**config.mk**
```make
export PLATFORM = sky130hd
export DESIGN_NAME = pixel_stream_convert
export DESIGN_NICKNAME = d
export VERILOG_FILES = /design/src/rtl/pixel_stream_convert.sv
export SDC_FILE = /design/constraint.sdc
export NUM_CORES = 1
export LEC_CHECK = 0
export ABC_AREA = 1
export BUFFER_PORTS_ARGS = -buffer_cell sky130_fd_sc_hd__buf_2
export CELL_PAD_IN_SITES_DETAIL_PLACEMENT = 1
export CELL_PAD_IN_SITES_GLOBAL_PLACEMENT = 2
export CORE_ASPECT_RATIO = 1.1
export CORE_MARGIN = 2
export CORE_UTILIZATION = 33
export DETAILED_ROUTE_END_ITERATION = 7
export PLACE_DENSITY_LB_ADDON = 0.1
export SYNTH_ARGS = -nofsm -noshare
export SYNTH_HDL_FRONTEND = slang
export SYNTH_SLANG_ARGS = --single-unit
export TNS_END_PERCENT = 5
```
**constraint.sdc**
```tcl
create_clock -name clk -period 2.6 [get_ports clk]
set_input_delay 0.13 -clock clk [delete_from_list [all_inputs] [get_ports clk]]
set_output_delay 0.13 -clock clk [all_outputs]
set_load 0.02 [all_outputs]
```
**src/rtl/pixel_stream_convert.sv**
```systemverilog
// Converts a stream of binary pixels into fixed-point values (0 or 1.0) with
// a frame-latched polarity, buffered through a small ready/valid output FIFO.
module pixel_stream_convert #(
  parameter int DWIDTH = 16,
  parameter int FRAC   = 10,
  parameter int DEPTH  = 4,
  parameter int NPIX   = 64
) (
  input  logic              clk,
  input  logic              rst,
  input  logic              in_valid,
  input  logic              in_bit,
  input  logic              invert,
  output logic              in_ready,
  output logic              out_valid,
  input  logic              out_ready,
  output logic [DWIDTH-1:0] out_data,
  output logic              out_last,
  output logic [7:0]        frame_cnt
);

  localparam int PW = $clog2(DEPTH);
  localparam int IW = $clog2(NPIX);
  localparam logic [DWIDTH-1:0] ONE_VAL  = DWIDTH'(1) << FRAC;
  localparam logic [IW-1:0]     LAST_IDX = IW'(NPIX - 1);

  logic [DWIDTH:0] mem [DEPTH];
  logic [PW:0]     wr_ptr;
  logic [PW:0]     rd_ptr;
  logic [IW-1:0]   pix_idx;
  logic            frame_inv;
  logic [7:0]      frame_cnt_q;

  logic            empty;
  logic            full;
  logic            push;
  logic            pop;
  logic            cur_inv;
  logic            eff;
  logic [DWIDTH:0] push_entry;
  logic [DWIDTH:0] head;

  assign empty = (wr_ptr == rd_ptr);
  assign full  = (wr_ptr[PW] != rd_ptr[PW]) && (wr_ptr[PW-1:0] == rd_ptr[PW-1:0]);
  assign push  = in_valid && !full;
  assign pop   = !empty && out_ready;

  // Pixel 0 uses the live invert input; later pixels use the value latched with it.
  assign cur_inv    = (pix_idx == '0) ? invert : frame_inv;
  assign eff        = in_bit ^ cur_inv;
  assign push_entry = {(pix_idx == LAST_IDX), (eff ? ONE_VAL : '0)};

  assign head      = mem[rd_ptr[PW-1:0]];
  assign in_ready  = !full;
  assign out_valid = !empty;
  assign out_data  = empty ? '0 : head[DWIDTH-1:0];
  assign out_last  = !empty && head[DWIDTH];
  assign frame_cnt = frame_cnt_q;

  always_ff @(posedge clk) begin
    if (push) begin
      mem[wr_ptr[PW-1:0]] <= push_entry;
    end
  end

  always_ff @(posedge clk) begin
    if (rst) begin
      wr_ptr      <= '0;
      rd_ptr      <= '0;
      pix_idx     <= '0;
      frame_inv   <= 1'b0;
      frame_cnt_q <= '0;
    end else begin
      if (push) begin
        wr_ptr  <= wr_ptr + 1'b1;
        pix_idx <= (pix_idx == LAST_IDX) ? '0 : pix_idx + 1'b1;
        if (pix_idx == '0) begin
          frame_inv <= invert;
        end
      end
      if (pop) begin
        rd_ptr <= rd_ptr + 1'b1;
        if (head[DWIDTH]) begin
          frame_cnt_q <= frame_cnt_q + 8'd1;
        end
      end
    end
  end

endmodule

```
* Word-level counts from Yosys, hierarchy flattened
Memories as Yosys holds them, arrays and structs flattened. A register that Yosys moved wholly into a read port is not among the register bits.
Index checks and enable logic that the tools add are counted.
** Storage, ports and cells
- Bits in registers :: 21
- Memory bits (writable) :: 48
- Bits of input ports :: 6
- Output and inout bits :: 27
- Logic and storage cells :: 31
- Memories kept :: 1
** Memory list
- mem :: words 4, bits a word 12, rd ports 1, clocked after Yosys merged registers in 1, write ports 1, RTL line 27 : logic [DWIDTH:0] mem [DEPTH];
** Cells by class
- $add $sub $neg :: 4
- Equality and inequality tests :: 4
- Muxes and demuxes :: 8
- Bitwise logic cells :: 1
- Reduce and logical (&&, ||, !) cells :: 8
** Operators with widths (count)
- 16-bit 2-to-1 mux :: 1
- 11-bit 2-to-1 mux :: 1
- 8-bit by 1-bit adder with 8-bit output (second input constant) :: 1
- 3-bit by 1-bit adder with 3-bit output (second input constant) :: 2
- 6-bit by 1-bit adder with 6-bit output (second input constant) :: 1
- 6-bit == test (second input constant) :: 1
- 6-bit logical NOT :: 1
- 6-bit 2-to-1 mux :: 1
- 1-bit logical AND :: 4
- 2-bit 2-to-1 mux :: 2
- 3-bit == test :: 1
- 1-bit 2-to-1 mux :: 3
- 2-bit == test :: 1
- 1-bit logical NOT :: 2
- 2-bit AND reduction :: 1
- 1-bit inequality test :: 1
- 1-bit bitwise XOR :: 1

* Longest topological paths before layout
- Word-level depth :: 6
- Gate-level depth with buffers :: 9
- Mapped depth without buffers :: 9

* Worst setup path before layout
OpenSTA, ideal clock, no wires.
- Kind :: flip-flop to flip-flop
- Start :: reg wr_ptr[1]
- End :: mem mem[0][10] (netlist name), enable pin
- Setup time :: 0.309 ns
- Arrival time :: 1.106 ns
- Required time :: 2.291 ns
- Path slack :: 1.185 ns
- Cell stages (with the launch flop) :: 8
- Buffers on the path :: 1
- Clock period less this slack :: 1.415 ns
- Cells stage by stage :: dfxtp_1 inv_1 nand2_1 nand2_1 nand3_4 nand2_4 buf_6 nor2_1
** Between the ends
- Cells in the longest elaborated chain, start to end :: 6
** RTL lines
- start, declared :: RTL line 28 : logic [PW:0] wr_ptr;
- start signal, assigned :: RTL line 75 : wr_ptr <= wr_ptr + 1'b1;
- 2-bit == test :: RTL line 44 : assign full = (wr_ptr[PW] != rd_ptr[PW]) && (wr_ptr[PW-1:0] == rd_ptr[PW-1:0]);
- 1-bit logical AND :: RTL line 44
- 1-bit logical NOT
- via in_ready :: RTL line 14 : output logic in_ready,
- 1-bit logical AND :: RTL line 45 : assign push = in_valid && !full;
- 1-bit 2-to-1 mux :: RTL line 61 : if (push) begin
- 1-bit 2-to-1 mux (not written as such) :: RTL line 62 : mem[wr_ptr[PW-1:0]] <= push_entry;
- end, declared :: RTL line 27
The timed path passes the listed nets, and every way through them passes these cells.

* Worst setup path in the final report
- Start :: reg wr_ptr[1]
- End :: out out_data[10]
** Between the ends
- Cells in the longest elaborated chain, start to end :: 2
** RTL lines
- 3-bit == test :: RTL line 43 : assign empty = (wr_ptr == rd_ptr);
- 16-bit 2-to-1 mux :: RTL line 56 : assign out_data = empty ? '0 : head[DWIDTH-1:0];
- end, declared :: RTL line 17 : output logic [DWIDTH-1:0] out_data,
No other way between the ends.

==> impl_metrics.csv <==
group,metric,value,unit
routing,wire_per_inst,11.4,um
routing,dr.pass1.iters,4,
cts,cts_tree,"done",
power_and_ir_drop,ir_drop,244,uV
cts,cts_hold_buf,0,
yosys,ys_ff_latch,31,
die,die_h,81.9,um
yosys,synth_edf_count,8,
yosys,yosys-top-cells-count,"nand2_1, nor2_1, inv_1, dfxtp_1, buf_4",
timing,rsz0062_at_grt,"false",
power_and_ir_drop,power.leakage,0.000938,uW
timing,setup_viol,0,
worst_setup_path,critical_path_class,"flop to output port",
routing,routed_wl,3910,um
yosys,synth_top_flop_cell,"dfxtp_1",
timing,period_share,66.5,%
routing,vias,1487,
worst_setup_path,r2r-start,"wr_ptr[1]$_SDFFE_PP0P_",
cts,clk_path_buf_depth,2,
finish,final_nets,280,
timing,fmax,579,MHz
routing,wl_met2,1910,um
cts,clock_sinks,31,
grt,antenna_found_initial,0,
routing,wl_met1,1750,um
worst_setup_path,crit_path_start,"wr_ptr[1]$_SDFFE_PP0P_",
yosys,ys_warn_count,0,
cts,path_clk_slew,60,ps
worst_setup_path,critPathCaptureType,"output port",
worst_setup_path,critPathLaunchType,"flop",
timing,hold_viol_final,0,
worst_setup_path,crit_path_max_fanout,12,
routing,routed_via_density,4.35,
die,core-area,5360,um2
grt,first_global_vias,1433,
yosys,synthAdderAreaFrac,5.49,%
die,io_pins,33,
yosys,syn-cell-area,1820,um2
yosys,synth_compound_area_share,5.29,%
finish,diodes,0,
worst_setup_path,cp.arrival,1600,ps
yosys,async_flop_share,0,%
worst_hold_path,hold_path_class,"input port to flop",
timing,max_slew.worst_pin.slew,522,ps
yosys,syn_inst,246,
cts,postCtsSetupBuffers,0,
die,rows,28,
die,die_w,74.8,um
worst_setup_path,crit_required,2470,ps
finish,post-route-util,37.2,%
yosys,yosys.area_share.xor_xnor,2.88,%
yosys,ys_types,26,
timing,fin_setup_tns,0,ps
grt,track_usage,14.7,%
finish,drive_gt1_share,16.1,%
place,dp_slack,1010,ps
cts,clk_latency,280,ps
yosys,avgSynthCellArea,7.41,um2
timing,min_period,1730,ps
yosys,ys_seq_area_share,38.5,%
yosys,synthMuxAreaShare,0,%
grt,grt_max_degree,17,
cts,h-tree-depth,2,
timing,layout_setup_ws,872,ps
yosys,synth_top_area_share,25.3,%
finish,fill_cells,693,
yosys,yosys.area.top_type,"dfxtp_1",
timing,skew,5.78,ps
yosys,synthTopCellsByArea,"dfxtp_1, edfxtp_1, nand2_1, nor2_1, inv_1",
timing,finalMaxSlewViolations,0,
outcome,status,"completed",
finish,area.growth.synth_to_final,9.41,%
die,start_util,34.0,%
timing,finalHoldWorstSlack,121,ps
yosys,yosysMostFrequentCell,"nand2_1",
power_and_ir_drop,power_density,598,nW/um2
routing,drc,0,
grt,grt_pass1_wl,6690,um
timing,max_slew_margin,65.2,%
cts,root_buffer,"clkbuf_8",
yosys,synth_top_family_by_area,"simple AND/OR/NAND/NOR gates",
grt,grt-ovfl-total,0,
routing,ant_nets,0,
job,maxCapViolCount,0,
cts,post_cts_resized,0,
routing,route.met3.wl,134,um
worst_hold_path,min-delay-start,"rst",
routing,drt_iter0_drc,34,
die,dieArea,6130,um2
yosys,synth-simple-area-share,31.7,%
cts,cts_buffers,5,
place,io_buffers,17,
routing,top_layer_used,"met4",
place,gp_congestion,0.827,
place,dp_hpwl,3000,um
==> metrics by stage <==
step                      cell area [um2]  instances  power [uW]
after global placement               1910        334         853
after global routing                 1990        342        1290
after CTS                            1990        342        1220
after detailed placement             1910        334         856
final                                1990        342        1190
after floorplan                      1870        260         804
==> metal layers <==
metal / vias up / global-route usage [%]
met1: 682 / 16.4
met2: 29 / 24.7
li1: 768 / -
met3: 8 / 4.05
met5: - / 0
met4: 0 / 8.57
==> cell families after synthesis <==
| logic type | after synthesis |
|---|---|
| other | 1 |
| adders and majority gates | 8 |
| buffers and inverters | 58 |
| and+or+nand+nor | 126 |
| xor gates and xnor gates | 6 |
| AOI/OAI and AO/OA | 16 |
| DFF | 31 |
==> sequential cells by signal, summed over array words and instances (netlist names), named ones only <==
signal / cells
frame_inv: 1
rd_ptr: 3
mem: 8
wr_ptr: 3
frame_cnt: 8
pix_idx: 6
==> where the power goes <==
part           internal, uW  leakage (uW)  switching [uW]  total [uW]
clock                   182     0.0000403             172         354
sequential              531      0.000264            34.0         565
combinational          80.3      0.000634             192         272
==> worst max-delay path, cell delays in order (launching register included) <==
cell and delay [ps]:
dfxtp_1 350, inv_1 110, nand2_1 60, nand2_1 130, nand3_2 300, nand2_1 170
inv_1 50, buf_2 150
==> path summary, 6_finish.rpt <==
| check | to | slack [ps] | depth (start not counted) |
|---|---|---|---|
| worst max-delay path | out_data[10] | 870 | 7 |
| worst min-delay path | pix_idx[2]$_SDFFE_PP0P_ | 120 | 2 |
| worst min register to register | pix_idx[4]$_SDFFE_PP0P_ | 520 | 2 |
| worst max register to register | flop | 1050 | 8 |
==> layout by cell type (no fill, tap or decap), drive strengths merged, types with 6 or more instances in the layout <==
cell type | synthesis | routed
nand2 | 57 | 57
nor2 | 45 | 45
inv | 40 | 40
dfxtp | 23 | 23
buf | 18 | 17
nand3 | 16 | 16
conb | 1 | 15
o21ai | 9 | 9
ha | 8 | 8
edfxtp | 8 | 8
clkbuf | 0 | 6
a21oi | 6 | 6
==> area by class of cell <==
| class | instances | area, um2 | area share [%] |
|---|---|---|---|
| Sequential cell | 31 | 701 | 35.2 |
| Timing Repair Buffer | 17 | 85.1 | 4.27 |
| Clock buffer | 6 | 72.6 | 3.64 |
| Tap cell | 75 | 93.8 | 4.71 |
| Inverter | 40 | 150 | 7.53 |
| Multi-Input combinational cell | 171 | 883 | 44.3 |
| Clock inverter | 2 | 7.51 | 0.377 |
Note: power is estimated with default switching activity, not from simulation.
